$ cat src/rtl/lsu_maint_pkg.sv
// Shared types for the LSU cache-maintenance issue stage: op and state
// encodings plus the operation-select decode helpers.
package lsu_maint_pkg;

  typedef enum logic [1:0] {
    OP_WB    = 2'd0,
    OP_INVAL = 2'd1,
    OP_FLUSH = 2'd2
  } op_e;

  typedef enum logic [1:0] {
    ST_IDLE  = 2'd0,
    ST_PEND  = 2'd1,
    ST_DRAIN = 2'd2
  } state_e;

  // sel is packed {wb, inval, flush}
  function automatic logic sel_onehot(input logic [2:0] sel);
    return (sel == 3'b100) || (sel == 3'b010) || (sel == 3'b001);
  endfunction

  function automatic op_e sel_to_op(input logic [2:0] sel);
    if (sel[2])      return OP_WB;
    else if (sel[1]) return OP_INVAL;
    else             return OP_FLUSH;
  endfunction

endpackage

$ cat src/rtl/lsu_outstanding_ctr.sv
// Saturating up/down counter of cache operations accepted but not yet acked.
// A decrement at zero is dropped and reported on underflow instead.
module lsu_outstanding_ctr #(
  parameter int unsigned MAX = 4
) (
  input  logic       clk,
  input  logic       rst,
  input  logic       inc,
  input  logic       dec,
  output logic [3:0] count,
  output logic       underflow
);

  localparam logic [3:0] MAX_C = 4'(MAX);

  logic inc_eff;
  logic dec_eff;

  assign dec_eff   = dec & (count != 4'd0);
  assign inc_eff   = inc & ((count != MAX_C) | dec_eff);
  assign underflow = dec & ~inc & (count == 4'd0);

  always_ff @(posedge clk) begin
    if (rst) begin
      count <= 4'd0;
    end else if (inc_eff & ~dec_eff) begin
      count <= count + 4'd1;
    end else if (dec_eff & ~inc_eff) begin
      count <= count - 4'd1;
    end
  end

endmodule

$ cat src/rtl/lsu_mem_maint_issue.sv
// Issue stage for LSU cache-maintenance ops: captures a guarded request,
// holds it on the cache port until accepted and tracks outstanding acks.
//
// state    | meaning
// ST_IDLE  | no op held; may capture when below the outstanding limit
// ST_PEND  | op presented on mem_*, held stable until mem_accept_i
// ST_DRAIN | flush captured, waiting for outstanding count to reach 0
module lsu_mem_maint_issue
  import lsu_maint_pkg::*;
#(
  parameter int unsigned MAX_OUTSTANDING = 4,
  parameter int unsigned ADDR_W          = 32
) (
  input  logic              clk,
  input  logic              rst_i,
  input  logic              req_valid_i,
  input  logic              opcode_valid_i,
  input  logic              req_wb_i,
  input  logic              req_inval_i,
  input  logic              req_flush_i,
  input  logic [ADDR_W-1:0] req_addr_i,
  output logic              req_ready_o,
  output logic [ADDR_W-1:0] mem_addr_o,
  output logic              mem_writeback_o,
  output logic              mem_invalidate_o,
  output logic              mem_flush_o,
  input  logic              mem_accept_i,
  input  logic              mem_ack_i,
  input  logic              mem_error_i,
  output logic              resp_valid_o,
  output logic              resp_error_o,
  output logic [3:0]        outstanding_o,
  output logic              sel_err_o,
  output logic              proto_err_o
);

  localparam logic [3:0] MAX_C = 4'(MAX_OUTSTANDING);

  state_e            state_q, state_d;
  op_e               op_q, op_d;
  logic [ADDR_W-1:0] addr_d;
  logic [2:0]        sel;
  logic [2:0]        strobe_d;
  logic              capture;
  logic              fire;
  logic              sel_err_d;
  logic              underflow;
  logic [3:0]        count;

  assign sel         = {req_wb_i, req_inval_i, req_flush_i};
  assign req_ready_o = (state_q == ST_IDLE) & (count < MAX_C);
  assign capture     = req_valid_i & opcode_valid_i & req_ready_o;
  assign fire        = (state_q == ST_PEND) & mem_accept_i;

  lsu_outstanding_ctr #(.MAX(MAX_OUTSTANDING)) u_ctr (
    .clk       (clk),
    .rst       (rst_i),
    .inc       (fire),
    .dec       (mem_ack_i),
    .count     (count),
    .underflow (underflow)
  );

  always_comb begin
    state_d   = state_q;
    op_d      = op_q;
    addr_d    = mem_addr_o;
    sel_err_d = 1'b0;
    case (state_q)
      ST_IDLE: begin
        if (capture) begin
          if (!sel_onehot(sel)) begin
            sel_err_d = 1'b1;
          end else begin
            op_d    = sel_to_op(sel);
            addr_d  = req_addr_i;
            state_d = ((op_d == OP_FLUSH) && (count != 4'd0)) ? ST_DRAIN : ST_PEND;
          end
        end
      end
      ST_PEND:  if (mem_accept_i)    state_d = ST_IDLE;
      ST_DRAIN: if (count == 4'd0)   state_d = ST_PEND;
      default:                       state_d = ST_IDLE;
    endcase
    // strobes are registered copies of the op that will be presented next cycle
    strobe_d = (state_d == ST_PEND) ?
               {op_d == OP_WB, op_d == OP_INVAL, op_d == OP_FLUSH} : 3'b000;
  end

  always_ff @(posedge clk) begin
    if (rst_i) begin
      state_q          <= ST_IDLE;
      op_q             <= OP_WB;
      mem_addr_o       <= '0;
      mem_writeback_o  <= 1'b0;
      mem_invalidate_o <= 1'b0;
      mem_flush_o      <= 1'b0;
      resp_valid_o     <= 1'b0;
      resp_error_o     <= 1'b0;
      sel_err_o        <= 1'b0;
      proto_err_o      <= 1'b0;
    end else begin
      state_q          <= state_d;
      op_q             <= op_d;
      mem_addr_o       <= addr_d;
      mem_writeback_o  <= strobe_d[2];
      mem_invalidate_o <= strobe_d[1];
      mem_flush_o      <= strobe_d[0];
      resp_valid_o     <= mem_ack_i;
      resp_error_o     <= mem_error_i;
      sel_err_o        <= sel_err_d;
      proto_err_o      <= proto_err_o | underflow;
    end
  end

  assign outstanding_o = count;

endmodule

$ cat config.mk
export PLATFORM = sky130hd
export DESIGN_NAME = lsu_mem_maint_issue
export DESIGN_NICKNAME = d
export VERILOG_FILES = /design/src/rtl/lsu_maint_pkg.sv /design/src/rtl/lsu_outstanding_ctr.sv /design/src/rtl/lsu_mem_maint_issue.sv
export SDC_FILE = /design/constraint.sdc
export NUM_CORES = 1
export LEC_CHECK = 0
export ABC_AREA = 1
export BUFFER_PORTS_ARGS = -buffer_cell sky130_fd_sc_hd__buf_4
export CORE_MARGIN = 5
export CORE_UTILIZATION = 35
export CTS_CLUSTER_SIZE = 24
export DETAILED_ROUTE_END_ITERATION = 7
export PLACE_DENSITY_LB_ADDON = 0.3
export REMOVE_ABC_BUFFERS = 1
export SYNTH_ARGS = -nofsm -noshare
export SYNTH_HDL_FRONTEND = slang
export SYNTH_SLANG_ARGS = --single-unit
$ cat constraint.sdc
create_clock -name clk -period 4.85 [get_ports clk]
set_input_delay 0 -clock clk [delete_from_list [all_inputs] [get_ports clk]]
set_output_delay 0 -clock clk [all_outputs]
set_load 0.02 [all_outputs]
# Word-level counts from Yosys, hierarchy flattened
# Cells that the tools add are included.
# W data, S select, Z words.
# classes
n_addsub	2
order_cmp	1
n_eq_ne	10
mux	17
n_bitwise	18
n_reduce_logical	11
# op_table
op	n
$mux W2	13
$and A1 B1 Y1	10
$mux W4	2
$eq A2 B1 Y1 const B	3
$eq A2 B2 Y1 const B	3
$not A1 Y1	6
$pmux W2 S3	1
$add A4 B1 Y4 const B	1
$logic_not A2 Y1	2
$logic_not A4 Y1	1
$lt A4 B3 Y1 const B	1
$ne A4 B3 Y1 const B	1
$reduce_bool A4 Y1	1
$sub A4 B1 Y4 const B	1
$eq A3 B1 Y1 const B	1
$eq A3 B2 Y1 const B	1
$eq A3 B3 Y1 const B	1
$reduce_and A3 Y1	1
$reduce_or A3 Y1	1
$logic_or A1 B1 Y1	2
$or A1 B1 Y1	2
$reduce_bool A2 Y1	1
$reduce_or A2 Y1	1
$logic_and A1 B1 Y1	1
$mux W1	1
# totals
register_bits	47
out_inout_bits	44

# Longest topological paths before layout
# Gate-level depths: netlist of run 1.
# logic_depth
depth_word	15
depth_mapped	12
depth_no_buf	12

# Cells and area by module
# A second synthesis of run 1 with hierarchy kept.
# unflattened
cells_unflattened	251
area_unflattened_um2	1974.4
# by_module_without_submodules
mod	instances	cells_per_inst	area_each_um2	seq_area_each_um2
lsu_mem_maint_issue	1	208	1675.4	860.8
lsu_outstanding_ctr	1	43	299.0	80.1

# Worst setup path before layout of run 1
# Ideal clock, no wire load.
# synth_timing
kind	register to register
start	register u_ctr.count[0]
end	register u_ctr.count[3]
setup_time_ps	119
t_arrival_ps	1871
required_time_ps	4731
path_slack_ps	2860
stages_incl_launch_ff	12
path_cell_list	dfxtp_1 -> inv_1 -> a31o_2 -> inv_1 -> ha_1 -> inv_1 -> ha_1 -> a21oi_1 -> nand2_1 -> xor2_1 -> nand2_1 -> a21oi_1
# synth_between
elab_chain_cells	7
# synth_lines
item	line_no	text
start: declaration	lsu_outstanding_ctr.sv:10	output logic [3:0] count,
start signal: assignment	lsu_outstanding_ctr.sv:27	count <= count + 4'd1;
start signal: assignment	lsu_outstanding_ctr.sv:29	count <= count - 4'd1;
$reduce_bool A4 Y1	lsu_outstanding_ctr.sv:19	assign dec_eff = dec & (count != 4'd0);
$and A1 B1 Y1	lsu_outstanding_ctr.sv:19	
$or A1 B1 Y1	lsu_outstanding_ctr.sv:20	assign inc_eff = inc & ((count != MAX_C) | dec_eff);
$and A1 B1 Y1	lsu_outstanding_ctr.sv:20	
$not A1 Y1	lsu_outstanding_ctr.sv:28	end else if (dec_eff & ~inc_eff) begin
$and A1 B1 Y1	lsu_outstanding_ctr.sv:28	
$reduce_bool A2 Y1 (no line)	-	
# Parallel ways exist; a longest one is shown, timed or not. The select of a mux whose other input is x is not followed.
# A chain may end at the register's enable or synchronous reset.

# Worst setup path in the final report of run 1
# layout_timing
start	register u_ctr.count[2]
end	register u_ctr.count[3]
# Same word-level chain as after synthesis.

==> impl_metrics.tcl, run 1 <==
set metrics [dict create \
    cts_root_buffer "clkbuf_8" \
    ios 86 \
    numPortBuffers 85 \
    chipHeight_um 84.3 \
    clk_path_buf_depth 2 \
    grt_pass1_vias 1875 \
    track_usage 0.149 \
    grt_pass1_wl_um 8760 \
    fp.dieW_um 84.3 \
    fmax_mhz 488 \
    wl_met3_um 421 \
    design_power_total_mw 1.22 \
    path_clk_slew_ns 0.08 \
    cts_resized 0 \
    critPathLaunchType "register" \
    setup_viol 0 \
    vias 1912 \
    clock-skew-final_ns 0.00308 \
    path_max_fanout 4 \
    reg2reg_slack_ns 2.80 \
    ir_drop_mv 0.257 \
    syn_area_mm2 0.00193 \
    fill_cells 515 \
    stdcell_area_mm2 0.00304 \
    yosysMostFrequentCell "nor2_1" \
    yosys.area.top_type "dfxtp_1" \
    crit_path_start "u_ctr.count[2]" \
    status "finished clean" \
    setup.worst_path.end_class "register" \
    crit_arrival_ns 2.27 \
    drt_first_pass_iters 4 \
    grt.overflow.total 0 \
    finalSetupTns_ns 0 \
    grt_max_degree 37 \
    synth_area_per_cell_um2 8.02 \
    start_util 0.355 \
    synth_edf_count 0 \
    cts_tree "yes" \
    syn_inst 241 \
    worst_slew_pin_slew_ns 0.946 \
    syn2layout_area_growth_pct 57.5 \
    hold_violations 0 \
    cts_buffers 5 \
    dieArea_mm2 0.00711 \
    antenna_found_initial 0 \
    ys_types 28 \
    ys_async_sr_fraction 0 \
    regToRegStartpoint "u_ctr.count[2]" \
    placed_area_mm2 0.00255 \
    fin_crit_ns 2.05 \
    hold_class "input pin to register" \
    yosys_warnings 0 \
    drc 0 \
    synth-seq-area-share 0.487 \
    p_per_area_mw_per_mm2 399 \
    whs_ns 0.103 \
    dr.max_layer_used "met4" \
    cts_hold_buffers 36 \
    wl_met2_um 2380 \
    p_leak_nw 1.42 \
    wl_um 5030 \
    hpwlAfterDp_um 3290 \
    slew_violations 0 \
    post-route-period-util 0.423 \
    drive_gt1_frac 0.289 \
    rsz0062_at_grt "false" \
    path_class "register to register" \
    diodes 0 \
    synthTopCellsByArea "dfxtp_1, nor2_1, o21ai_0" \
    synth.top_cell.area_share 0.487 \
    clock_latency_ns 0.29 \
    min_from "mem_accept_i" \
    postCtsSetupBuffers 0 \
    required_ns 5.07 \
    fin_nets 405 \
    final_util 0.560 \
    wl_met1_um 2190 \
    wl_per_cell_um 11.6 \
    placementRows 27 \
    yosys-top-cells-count "nor2_1, dfxtp_1, o21ai_0" \
    htreeDepth 2 \
    core_mm2 0.00544 \
    cts.sinks 47 \
    synth-main-ff-cell "dfxtp_1" \
    vias_per_cell 4.43 \
    routabilityCongestion 0.765 \
    ant_nets 0 \
    maxCapViolations 0 \
    synth_seq_cells 47 \
    slew_headroom 0.369 \
    drt_iter0_markers 77 \
]
-- registers in the layout, summed over array words and instances (netlist names), 2 cells and up --
name	count
mem_addr_o	32
op_q	2
state_q	2
u_ctr.count	4
-- final cells by class --
class,count,area [µm²],area share
timing repair buffer,121,998,0.328
sequential,47,941,0.309
multi-input combinational,162,795,0.261
tap,72,90.1,0.0296
inverter,22,87.6,0.0288
clock buffer,6,72.6,0.0238
clock inverter,2,60.1,0.0197
-- power by group --
group / total [mW] / internal [mW] / switching, mW
Clock: 0.329 / 0.206 / 0.123
Combinational: 0.416 / 0.183 / 0.234
Sequential: 0.471 / 0.435 / 0.0357
-- worst paths after layout --
path | endpoint | cells after the start
worst min register to register | proto_err_o | 2
worst min-delay path | proto_err_o | 4
worst max register to register | u_ctr.count[3] | 12
worst max-delay path | u_ctr.count[3] | 12
-- per-stage QoR --
step	std cells	worst slack (ns)
floorplan	231	2.86
global placement	388	2.91
detailed placement	388	2.82
CTS	432	2.80
global route	432	2.60
finish	432	2.80
-- logic make-up (layout without fill, tap and decap cells) --
family / count (synthesis) / count (layout) / synth area share
XOR/XNOR: 3 / 3 / 0.0136
flip-flops: 47 / 47 / 0.487
adder cells (fa/ha/maj): 4 / 4 / 0.0298
buffers and inverters: 32 / 151 / 0.102
AND/OR/NAND/NOR: 110 / 110 / 0.247
AO/OA/AOI/OAI: 45 / 45 / 0.121
-- placed cells by master (no fill, tap or decap) --
master         instances
ha_1                   3
nand2_2                2
xor2_1                 2
nand2_1               18
clkbuf_1               1
nand3_1                6
inv_2                  2
nand3_2                1
a21oi_1                6
dlygate4sd3_1         36
nor2_2                 1
a21oi_2                1
a31o_2                 1
fa_1                   1
nor2_4                 1
o21ai_1                9
o21ai_0               27
xnor2_1                1
clkinv_4               1
nor2_8                 1
bufinv_16              2
dfxtp_1               47
clkbuf_8               5
nor3_1                 2
inv_1                 19
nand2_8                1
buf_4                 85
nor2_1                77
a31oi_1                1
-- worst max-delay path, cell delays in order (launching register included) --
cell and delay, ns:
dfxtp_1 0.40, inv_1 0.07, nor3_1 0.15, a31o_2 0.17
inv_1 0.04, ha_1 0.20, inv_1 0.12, ha_1 0.28
a21oi_1 0.15, nand2_1 0.08, xor2_1 0.14, nand2_1 0.06
a21oi_1 0.12
-- routing by layer --
layer,GRT usage,vias to the layer above
met3,0.0530,5
met4,0.0351,0
met1,0.179,849
met2,0.255,67
met5,0,-
li1,-,991
Power figures use the tool's default switching activity.
==> run 2: changes to the inputs <==
- clock period: 4.85 -> 1.7 ns (I/O delays scaled with it)
==> impl_metrics.tcl, run 2 (synthesis gave the netlist of run 1 again) <==
set metrics [dict create \
    path_class "register to register" \
    critPathLaunchType "register" \
    fmax_mhz 568 \
    grt_pass1_vias 1936 \
    fin_crit_ns 1.76 \
    hpwlAfterDp_um 3400 \
    grt_max_degree 33 \
    multi_input_area_um2 860 \
    ir_drop_mv 0.973 \
    fill_cells 491 \
    vias 1999 \
    p_per_area_mw_per_mm2 1220 \
    hold_violations 0 \
    min_to "proto_err_o" \
    cts_tree "yes" \
    min_from "mem_accept_i" \
    reg.largest.list "mem_addr_o (32), u_ctr.count (4)" \
    syn2layout_area_growth_pct 73.7 \
    wl_per_cell_um 12.0 \
    register_area_um2 946 \
    layout_setup_ws_ns -0.0609 \
    max_stage_delay_ns 0.37 \
    worstPathCellList "nor3_2 > a31o_2 > inv_2 > ha_4 > inv_4 > ha_4 > a21oi_2 > nand2_1 > xor2_1 > nand2_1 > a21oi_2" \
    diodes 0 \
    slew_violations 0 \
    clk_path_buf_depth 2 \
    reg2reg_slack_ns -0.06 \
    routabilityCongestion 0.744 \
    top_register "mem_addr_o" \
    placed_area_mm2 0.00265 \
    path_clk_slew_ns 0.08 \
    mostFrequentLayoutCell "buf_4" \
    whs_ns 0.0814 \
    clock_latency_ns 0.29 \
    grt.overflow.total 0 \
    core_mm2 0.00544 \
    p_leak_nw 1.56 \
    dieArea_mm2 0.00711 \
    track_usage 0.160 \
    slew_headroom 0.709 \
    setup_viol 2 \
    placementRows 27 \
    largest_reg_flops 32 \
    drt_first_pass_iters 4 \
    cts_root_buffer "clkbuf_8" \
    cp_top_family "compound AO/OA/AOI/OAI gates" \
    final_cells 459 \
    layout_common_cells "buf_4, nor2_1, dfxtp_1, dlygate4sd3_1, o21ai_0" \
    violations "negative setup slack" \
    ant_nets 0 \
    post-route-period-util 1.04 \
    min_path_cells 4 \
    regToRegStartpoint "u_ctr.count[3]" \
    fp.dieW_um 84.3 \
    dp.cells 400 \
    chipHeight_um 84.3 \
    drc 0 \
    path_max_fanout 3 \
    cp_slowest_cell "dfxtp_4" \
    required_ns 1.92 \
    rsz0062_at_grt "true" \
    stdcell_area_mm2 0.00336 \
    r2r_cells 11 \
    cts.sinks 47 \
    start_util 0.355 \
    numPortBuffers 85 \
    path_buf_inv 2 \
    drive_gt1_frac 0.380 \
    ios 86 \
    setup.worst_path.end_class "register" \
    clock-skew-final_ns 0.00291 \
    worst_slew_pin_slew_ns 0.436 \
    cts_buffers 5 \
    drt_iter0_markers 95 \
    r2r_end "u_ctr.count[3]" \
    design_power_total_mw 4.09 \
    wl_um 5530 \
    htreeDepth 2 \
    maxCapViolations 0 \
    hold_class "input pin to register" \
    vias_per_cell 4.36 \
    grt_pass1_wl_um 9180 \
    crit_arrival_ns 1.98 \
    fin_nets 432 \
    antenna_found_initial 0 \
    final_util 0.617 \
    status "complete, but fails checks" \
]
run 2: final cells by class:
class | instances | share of cell area
clock buffers | 6 | 0.0216
clock inverters | 2 | 0.0179
inverters | 22 | 0.0302
multi-input cells | 162 | 0.256
flip-flops and latches | 47 | 0.282
well taps | 72 | 0.0268
repair buffers | 148 | 0.366
run 2: metal layers:
layer	vias up	share of wire	global-route usage
met5	-	0	0
met4	0	0.0047	0.0395
met3	2	0.078	0.0569
met2	63	0.50	0.273
met1	877	0.42	0.191
li1	1057	-	-
run 2: where the power goes:
group | internal, mW | switching (mW) | leakage, nW
Combinational | 0.944 | 0.880 | 1.11
Clock | 0.588 | 0.351 | 0.0654
Sequential | 1.25 | 0.0784 | 0.384
Total | 2.78 | 1.31 | 1.56
run 2: metrics by stage:
step                      setup TNS [ns]  worst slack [ns]
after floorplan                   -0.665            -0.287
after global placement            -0.208            -0.135
after detailed placement          -0.310            -0.177
after CTS                        -0.0711           -0.0439
after global routing              -0.397            -0.176
final                             -0.118           -0.0609
run 2: worst max-delay path by stage:
stage | startpoint | cells past startpoint | endpoint
3_3_place_gp | u_ctr.count[3] | 11 | u_ctr.count[3]
4_1_cts | u_ctr.count[2] | 12 | u_ctr.count[3]
6_report | u_ctr.count[3] | 11 | u_ctr.count[3]
2_1_floorplan | u_ctr.count[0] | 11 | u_ctr.count[3]
3_5_place_dp | u_ctr.count[3] | 11 | u_ctr.count[3]
5_1_grt | u_ctr.count[3] | 11 | u_ctr.count[3]
run 2: repair_timing:
item / CTS / global route
resized for setup: 17 / 20
hold buffers: 36 / 1
pin swaps: 9 / 14
hold endpoints to repair: 40 / 1
setup buffers: 13 / 1
setup endpoints to repair: 3 / 8
run 2: worst register-to-register path: stages, from the launching register on:
cell and delay (ns):
dfxtp_4 0.37, nor3_2 0.17, a31o_2 0.18, inv_2 0.05, ha_4 0.16, inv_4 0.07, ha_4 0.20, a21oi_2 0.13
nand2_1 0.07, xor2_1 0.13, nand2_1 0.07, a21oi_2 0.10
==> run 3: changes to the inputs <==
- TNS_END_PERCENT: default -> 30
==> impl_metrics.tcl, run 3 (synthesis gave the netlist of run 1 again) <==
set metrics [dict create \
    post-route-period-util 1.04 \
    cts_buffers 5 \
    placementRows 27 \
    grt_pass1_vias 1936 \
    ios 86 \
    syn2layout_area_growth_pct 73.6 \
    fp.dieW_um 84.3 \
    grt.overflow.total 0 \
    fin_nets 432 \
    diodes 0 \
    setup_viol 2 \
    clk_path_buf_depth 2 \
    numPortBuffers 85 \
    drt_first_pass_iters 4 \
    wl_per_cell_um 12.1 \
    fill_cells 490 \
    placed_area_mm2 0.00265 \
    drive_gt1_frac 0.382 \
    reg2reg_slack_ns -0.06 \
    antenna_found_initial 0 \
    fmax_mhz 568 \
    setup.worst_path.end_class "register" \
    r2r_cells 11 \
    status "complete, but fails checks" \
    vias 2003 \
    path_clk_slew_ns 0.08 \
    cts_tree "yes" \
    mostFrequentLayoutCell "buf_4" \
    rsz0062_at_grt "true" \
    wl_um 5530 \
    cts.sinks 47 \
    grt_pass1_wl_um 9180 \
    htreeDepth 2 \
    core_mm2 0.00544 \
    slew_violations 0 \
    design_power_total_mw 4.07 \
    top_register "mem_addr_o" \
    p_leak_nw 1.56 \
    dp.cells 400 \
    critPathLaunchType "register" \
    required_ns 1.92 \
    ant_nets 0 \
    p_per_area_mw_per_mm2 1210 \
    worst_slew_pin_slew_ns 0.503 \
    drt_iter0_markers 88 \
    stdcell_area_mm2 0.00336 \
    maxCapViolations 0 \
    largest_reg_flops 32 \
    hold_violations 0 \
    fin_crit_ns 1.76 \
    min_path_cells 4 \
    grt_max_degree 33 \
    violations "negative setup slack" \
    dieArea_mm2 0.00711 \
    final_cells 459 \
    final_util 0.617 \
    crit_arrival_ns 1.98 \
    layout_common_cells "buf_4, nor2_1, dfxtp_1, dlygate4sd3_1, o21ai_0" \
    reg.largest.list "mem_addr_o (32), u_ctr.count (4)" \
    slew_headroom 0.665 \
    clock-skew-final_ns 0.00269 \
    start_util 0.355 \
    track_usage 0.160 \
    chipHeight_um 84.3 \
    routabilityCongestion 0.744 \
    hpwlAfterDp_um 3400 \
    hold_class "input pin to register" \
    cts_root_buffer "clkbuf_8" \
    path_class "register to register" \
    vias_per_cell 4.36 \
    path_max_fanout 3 \
    drc 0 \
    layout_setup_ws_ns -0.0600 \
    finalSetupTns_ns -0.117 \
    ir_drop_mv 0.972 \
    clock_latency_ns 0.29 \
]
## run 3: layout make-up
cell class / instances / area, µm² / share of cell area
Multi-Input combinational cell: 162 / 862 / 0.257
Sequential cell: 47 / 946 / 0.282
Tap cell: 72 / 90.1 / 0.0268
Timing Repair Buffer: 148 / 1230 / 0.366
Clock buffer: 6 / 72.6 / 0.0216
Clock inverter: 2 / 60.1 / 0.0179
Inverter: 22 / 97.6 / 0.0291
## run 3: critical path, stage by stage (launching register included)
cell and delay, ns:
dfxtp_4 0.37, nor3_2 0.17, a31o_2 0.18, inv_2 0.05, ha_4 0.16, inv_4 0.07, ha_4 0.20, a21oi_2 0.13
nand2_1 0.07, xor2_1 0.13, nand2_1 0.08, a21oi_2 0.10
## run 3: worst paths after layout
check / from / to
worst max-delay path: u_ctr.count[3] / u_ctr.count[3]
worst min-delay path: mem_accept_i / proto_err_o
worst max register to register: u_ctr.count[3] / u_ctr.count[3]
worst min register to register: proto_err_o / proto_err_o
## run 3: routing by layer
metal  part of all wire  vias up  track usage
met5                  0        -            0
met4             0.0047        0       0.0395
met3              0.077        2       0.0569
met2               0.50       63        0.273
met1               0.42      884        0.191
li1                   -     1054            -
## run 3: power breakdown
part           leakage (nW)  switching, mW  internal, mW
Clock                0.0654          0.353         0.588
Sequential            0.384         0.0777          1.25
Combinational          1.12          0.867         0.936
Total                  1.56           1.30          2.77
## run 3: stage by stage
| step | setup slack, ns | hold slack (ns) |
|---|---|---|
| CTS | -0.0439 | -0.00957 |
| global placement | -0.135 | 0.204 |
| floorplan | -0.287 | 0.0691 |
| global route | -0.176 | 0.0821 |
| finish | -0.0600 | 0.0809 |
| detailed placement | -0.177 | 0.216 |
## run 3: timing repair
item	4_1_cts	5_1_grt
hold buffers	36	1
buffers inserted	13	1
endpoints found under the hold margin	40	1
resized for setup	17	19
endpoints found under the setup margin	3	8
pin swaps	9	14
